**src/rtl/arm_pipe_pkg.sv**
```systemverilog
// Shared types for the ARM pipeline stage registers: skid-buffer occupancy
// states and the EXE->MEM payload layout.
package arm_pipe_pkg;

  localparam int DATA_W_DEF = 32;
  localparam int DEST_W_DEF = 4;

  typedef enum logic [1:0] {
    ST_EMPTY = 2'd0,
    ST_ONE   = 2'd1,
    ST_TWO   = 2'd2
  } skid_state_e;

  typedef struct packed {
    logic                  wb_en;
    logic                  mem_r_en;
    logic                  mem_w_en;
    logic [DATA_W_DEF-1:0] alu_res;
    logic [DATA_W_DEF-1:0] val_rm;
    logic [DEST_W_DEF-1:0] dest;
  } exe_mem_t;

endpackage

```
**src/rtl/pipe_skid_buf.sv**
```systemverilog
// Generic two-entry elastic register: a main entry driving the output and a
// skid entry that absorbs one extra word so in_ready never depends on out_ready.
module pipe_skid_buf
  import arm_pipe_pkg::*;
#(
  parameter int W = 8
) (
  input  logic         clk,
  input  logic         rst,
  input  logic         flush,
  input  logic         in_valid,
  output logic         in_ready,
  input  logic [W-1:0] in_data,
  output logic         out_valid,
  input  logic         out_ready,
  output logic [W-1:0] out_data,
  output logic [1:0]   occ
);

  skid_state_e  state_q, nxt_state;
  logic         rdy_q;
  logic [W-1:0] main_q, skid_q;
  logic         in_xfer, out_xfer;
  logic         ld_main_in, ld_main_skid, ld_skid;

  assign in_ready  = rdy_q;
  assign out_valid = (state_q != ST_EMPTY);
  assign out_data  = main_q;
  assign in_xfer   = in_valid && rdy_q;
  assign out_xfer  = out_valid && out_ready;
  assign occ       = {1'b0, state_q != ST_EMPTY} + {1'b0, state_q == ST_TWO};

  always_comb begin
    nxt_state    = state_q;
    ld_main_in   = 1'b0;
    ld_main_skid = 1'b0;
    ld_skid      = 1'b0;
    if (flush) begin
      nxt_state = ST_EMPTY;
    end else begin
      case (state_q)
        ST_EMPTY: if (in_xfer) begin
          nxt_state  = ST_ONE;
          ld_main_in = 1'b1;
        end
        ST_ONE: begin
          if (in_xfer && out_xfer) begin
            ld_main_in = 1'b1;
          end else if (in_xfer) begin
            nxt_state = ST_TWO;
            ld_skid   = 1'b1;
          end else if (out_xfer) begin
            nxt_state = ST_EMPTY;
          end
        end
        ST_TWO: if (out_xfer) begin
          nxt_state    = ST_ONE;
          ld_main_skid = 1'b1;
        end
        default: nxt_state = ST_EMPTY;
      endcase
    end
  end

  // ready is registered from the next state so it is a pure flop output
  always_ff @(posedge clk) begin
    if (rst) begin
      state_q <= ST_EMPTY;
      rdy_q   <= 1'b1;
      main_q  <= '0;
      skid_q  <= '0;
    end else begin
      state_q <= nxt_state;
      rdy_q   <= (nxt_state != ST_TWO);
      if (ld_main_in)        main_q <= in_data;
      else if (ld_main_skid) main_q <= skid_q;
      if (ld_skid)           skid_q <= in_data;
    end
  end

endmodule

```
**src/rtl/exe_mem_skid_reg.sv**
```systemverilog
// EXE->MEM pipeline register: packs the EXE payload into a skid buffer,
// gates the MEM control bits with valid and counts back-pressure cycles.
module exe_mem_skid_reg
  import arm_pipe_pkg::*;
#(
  parameter int DATA_W = DATA_W_DEF,
  parameter int DEST_W = DEST_W_DEF,
  parameter int CNT_W  = 16
) (
  input  logic              clk,
  input  logic              rst,
  input  logic              VALID_EXE,
  output logic              READY_EXE,
  input  logic              WB_EN_EXE,
  input  logic              MEM_R_EN_EXE,
  input  logic              MEM_W_EN_EXE,
  input  logic [DATA_W-1:0] ALU_RES_EXE,
  input  logic [DATA_W-1:0] VAL_RM_EXE,
  input  logic [DEST_W-1:0] DEST_EXE,
  output logic              VALID_MEM,
  input  logic              READY_MEM,
  output logic              WB_EN_MEM,
  output logic              MEM_R_EN_MEM,
  output logic              MEM_W_EN_MEM,
  output logic [DATA_W-1:0] ALU_RES_MEM,
  output logic [DATA_W-1:0] VAL_RM_MEM,
  output logic [DEST_W-1:0] DEST_MEM,
  input  logic              FLUSH,
  output logic [1:0]        OCC,
  output logic [CNT_W-1:0]  STALL_CNT
);

  localparam int PW = 3 + 2 * DATA_W + DEST_W;

  logic [PW-1:0]    pay_in, pay_out;
  logic             wb_raw, rd_raw, wr_raw;
  logic [CNT_W-1:0] stall_cnt_q;

  // field order matches exe_mem_t
  assign pay_in = {WB_EN_EXE, MEM_R_EN_EXE, MEM_W_EN_EXE, ALU_RES_EXE, VAL_RM_EXE, DEST_EXE};
  assign {wb_raw, rd_raw, wr_raw, ALU_RES_MEM, VAL_RM_MEM, DEST_MEM} = pay_out;

  pipe_skid_buf #(.W(PW)) u_buf (
    .clk       (clk),
    .rst       (rst),
    .flush     (FLUSH),
    .in_valid  (VALID_EXE),
    .in_ready  (READY_EXE),
    .in_data   (pay_in),
    .out_valid (VALID_MEM),
    .out_ready (READY_MEM),
    .out_data  (pay_out),
    .occ       (OCC)
  );

  assign WB_EN_MEM    = VALID_MEM & wb_raw;
  assign MEM_R_EN_MEM = VALID_MEM & rd_raw;
  assign MEM_W_EN_MEM = VALID_MEM & wr_raw;

  // flush leaves the counter alone; it only saturates
  always_ff @(posedge clk) begin
    if (rst)
      stall_cnt_q <= '0;
    else if (VALID_MEM && !READY_MEM && (stall_cnt_q != {CNT_W{1'b1}}))
      stall_cnt_q <= stall_cnt_q + 1'b1;
  end

  assign STALL_CNT = stall_cnt_q;

endmodule

```
**config.mk**
```make
export PLATFORM = sky130hd
export DESIGN_NAME = exe_mem_skid_reg
export DESIGN_NICKNAME = d
export VERILOG_FILES = /design/src/rtl/arm_pipe_pkg.sv /design/src/rtl/pipe_skid_buf.sv /design/src/rtl/exe_mem_skid_reg.sv
export SDC_FILE = /design/constraint.sdc
export NUM_CORES = 1
export LEC_CHECK = 0
export CORE_MARGIN = 5
export CORE_UTILIZATION = 50
export CTS_BUF_LIST = sky130_fd_sc_hd__clkbuf_8
export DETAILED_ROUTE_END_ITERATION = 8
export HOLD_SLACK_MARGIN = 0.02
export PLACE_DENSITY = 0.79
export SYNTH_ARGS = -nofsm -noshare
export SYNTH_HDL_FRONTEND = slang
export SYNTH_SLANG_ARGS = --single-unit
```
**constraint.sdc**
```tcl
create_clock -name clk -period 2.6 [get_ports clk]
set_clock_uncertainty 0.05 [all_clocks]
set_input_delay 0.65 -clock clk [delete_from_list [all_inputs] [get_ports clk]]
set_output_delay 0.65 -clock clk [all_outputs]
set_load 0.03 [all_outputs]
```
==> run_results.csv <==
group,metric,value,unit
grt,grt_pass1_wl,27810,um
floorplan,boundaryPins,167,
setup_path,crit_family,"buffers and inverters",
yosys,async_flop_share,0,
final_layout,antennaDiodeCount,0,
cts,clk_pin_slew,80,ps
cts,cts_buffers,17,
cts,cts-hold-fix-buffers,0,
setup_path,worstSetupStartpointType,"flop",
route,drt_pass1_iterations,4,
sta,setup_ws,126.1,ps
sta,final-hold-violation-count,0,
floorplan,start_util,0.5133,
sta,setup_violations,0,
sta,worst_slew_pin_slew,777.7,ps
hold_path,holdCritPathClass,"flop to flop",
status,outcome,"complete, no violations",
power_and_ir_drop,p_total,5.041,mW
yosys,synth_edf_count,0,
yosys,synth_cell_types,39,
power_and_ir_drop,p_leak,2.930,nW
yosys,yosysSeqAreaShare,0.4304,
cts,clock-root-buffer,"clkbuf_8",
final_layout,syn_to_final_growth,21.80,%
floorplan,rows,44,
placement,pre_cts_ws,42.73,ps
setup_path,worst-path-buf-inv,2,
setup_path,end_kind,"output pin",
setup_path,max_stage_delay,660,ps
cts,htreeDepth,4,
setup_path,crit_arrival,1770,ps
setup_path,critical_path_class,"flop to output pin",
grt,grt_usage,0.1867,
yosys,synth.avg_cell_area,9.110,um^2
placement,dp_hpwl,10920,um
flow_run,maxCapViolCount,0,
final_layout,fin_cells,1094,
setup_path,crit_chain,"nor2_2 -> inv_1 -> clkdlybuf4s50_1",
route,vias,5848,
sta,slew_headroom,0.4815,
floorplan,die_w,132.4,um
floorplan,core_area,14590,um^2
yosys,synth_fp_nets,899,
power_and_ir_drop,ir_drop,0.3054,mV
cts,cts_sinks,161,
route,initialDrtViolationCount,339,
sta,maxSlewViolCount,0,
sta,clock.fmax,404.2,MHz
final_layout,final_cell_area,9121,um^2
yosys,ys.flop_type,"dfxtp_1",
cts,tritoncts,"built",
final_layout,final_util,0.6252,
grt,grt_pass1_vias,5794,
setup_path,crit_fanout,8,
final_layout,drive_above_1_share,0.1374,
cts,cts_buffer_depth,2,
placement,io_buffers,166,
route,postRouteAntennaNets,0,
sta,tns,0,ps
setup_path,cp_data_required_time,1900,ps
setup_path,crit_slowest_cell,"clkdlybuf4s50_1",
grt,grt_start_max_net_pins,87,
placement,post-place-cells,1062,
sta,hold_ws,406.0,ps
power_and_ir_drop,p_per_area,552.6,nW/um^2
grt,grt_overflow,0,
route,routed_wl,16840,um
placement,placed_area,8762,um^2
floorplan,die-area,17520,um^2
yosys,yosysWarnings,0,
route,routedWlPerCell,15.39,um
floorplan,die_height,132.4,um
sta,rsz0062_at_grt,"no",
yosys,synthesis.area,7488,um^2
final_layout,n_fill_cell,1238,
sta,fin_crit,2474,ps
sta,layout_worst_path_cycle_share,0.9515,
yosys,synth_seq_cells,161,
grt,antenna_found_initial,0,
placement,gp_congestion,0.8451,
route,route.detailed.drc,0,
cts,insertion_delay,450,ps
final_layout,nNetsFinal,974,
yosys,syn_inst,822,
route,avgViaCountPerCell,5.346,
sequential cells by signal, indices dropped and copies added, names as in the netlist:
signal / flops
u_buf.state_q: 2
u_buf.in_ready: 1
STALL_CNT: 16
u_buf.skid_q: 71
u_buf.out_data: 71
Yosys cell counts (all sizes together), types with 6 or more instances:
master / instances / share of area
nand2: 153 / 0.077
nor2b: 6 / 0.0050
a211oi: 72 / 0.12
a21oi: 82 / 0.055
nand4: 7 / 0.0058
nor4: 7 / 0.0058
clkbuf: 32 / 0.020
buf: 96 / 0.095
nor2: 80 / 0.040
mux2i: 73 / 0.098
o21ai: 6 / 0.0040
dfxtp: 161 / 0.43
kinds of logic (layout without fill, tap and decap cells):
logic type                 after synthesis  in the layout  share of synthesized area
AOI/OAI and AO/OA                      173            173                     0.1916
DFF                                    161            161                     0.4304
buffers and inverters                  133            221                     0.1171
adders and majority gates                1              1                   0.001671
muxes                                   74             74                    0.09908
and+or+nand+nor                        280            280                     0.1601
report_power, final:
group | switching (mW) | internal [mW] | total (mW)
Sequential | 0.0502 | 2.55 | 2.60
Clock | 0.884 | 0.788 | 1.67
Combinational | 0.413 | 0.352 | 0.764
path summary, 6_finish.rpt:
| path | from | endpoint | slack, ps | cells after the start |
|---|---|---|---|---|
| worst max register to register | u_buf.state_q[0] | u_buf.skid_q[38] | 620 | 5 |
| worst max-delay path | u_buf.state_q[0] | VALID_MEM | 130 | 3 |
| worst min-delay path | u_buf.skid_q[64] | u_buf.skid_q[64] | 410 | 2 |
| worst min register to register | u_buf.skid_q[64] | u_buf.skid_q[64] | 410 | 2 |
cell type report:
class	count	area, um^2	area share
clock buffers	19	261.5	0.02867
clock inverters	13	98.84	0.01084
inverters	5	18.77	0.002058
multi-input cells	528	3395	0.3722
flip-flops and latches	161	3224	0.3535
well taps	184	230.2	0.02524
repair buffers	184	1893	0.2075
routing by layer:
metal  routed length (um)  vias to the layer above  GRT usage
li1                     -                     2917          -
met1                 7697                     2776     0.2392
met2                 8028                      141     0.3087
met3                  920                       14    0.04962
met4                  189                        0    0.05600
met5                    0                        -          0
timing repair:
item | 4_1_cts | 5_1_grt
endpoints found under the setup margin | 5 | 1
resized for setup | 5 | 1
buffers inserted | 0 | 0
hold endpoints to repair | 0 | 0
worst register-to-register path, stage by stage, from the launching register on:
cell and delay (ps):
dfxtp_1 480, nor2b_1 200, or4b_2 700, buf_12 220, nand2_1 120, a21oi_1 60
cell usage in the layout (no fill, tap or decap), types with 2 or more instances in the layout:
cell type / Yosys / routed
clkdlybuf4s50_1: 0 / 161
buf_12: 0 / 8
clkinvlp_4: 0 / 4
o31ai_1: 4 / 4
nand2_1: 153 / 153
dlygate4sd2_1: 0 / 4
nor4_1: 7 / 7
a211oi_1: 2 / 2
nor3_1: 4 / 4
clkinv_2: 0 / 3
or4_1: 4 / 4
o21ai_0: 6 / 6
mux2i_1: 73 / 73
nor2b_1: 6 / 6
clkbuf_8: 0 / 19
dfxtp_1: 161 / 160
nand4_1: 7 / 7
nor2_1: 80 / 79
nand3_1: 5 / 5
and4_1: 3 / 3
a211oi_2: 70 / 70
inv_1: 5 / 9
or3_1: 5 / 5
a21oi_1: 82 / 82
buf_4: 70 / 10
o21bai_1: 2 / 2
Note: power is estimated with default switching activity, not from simulation.
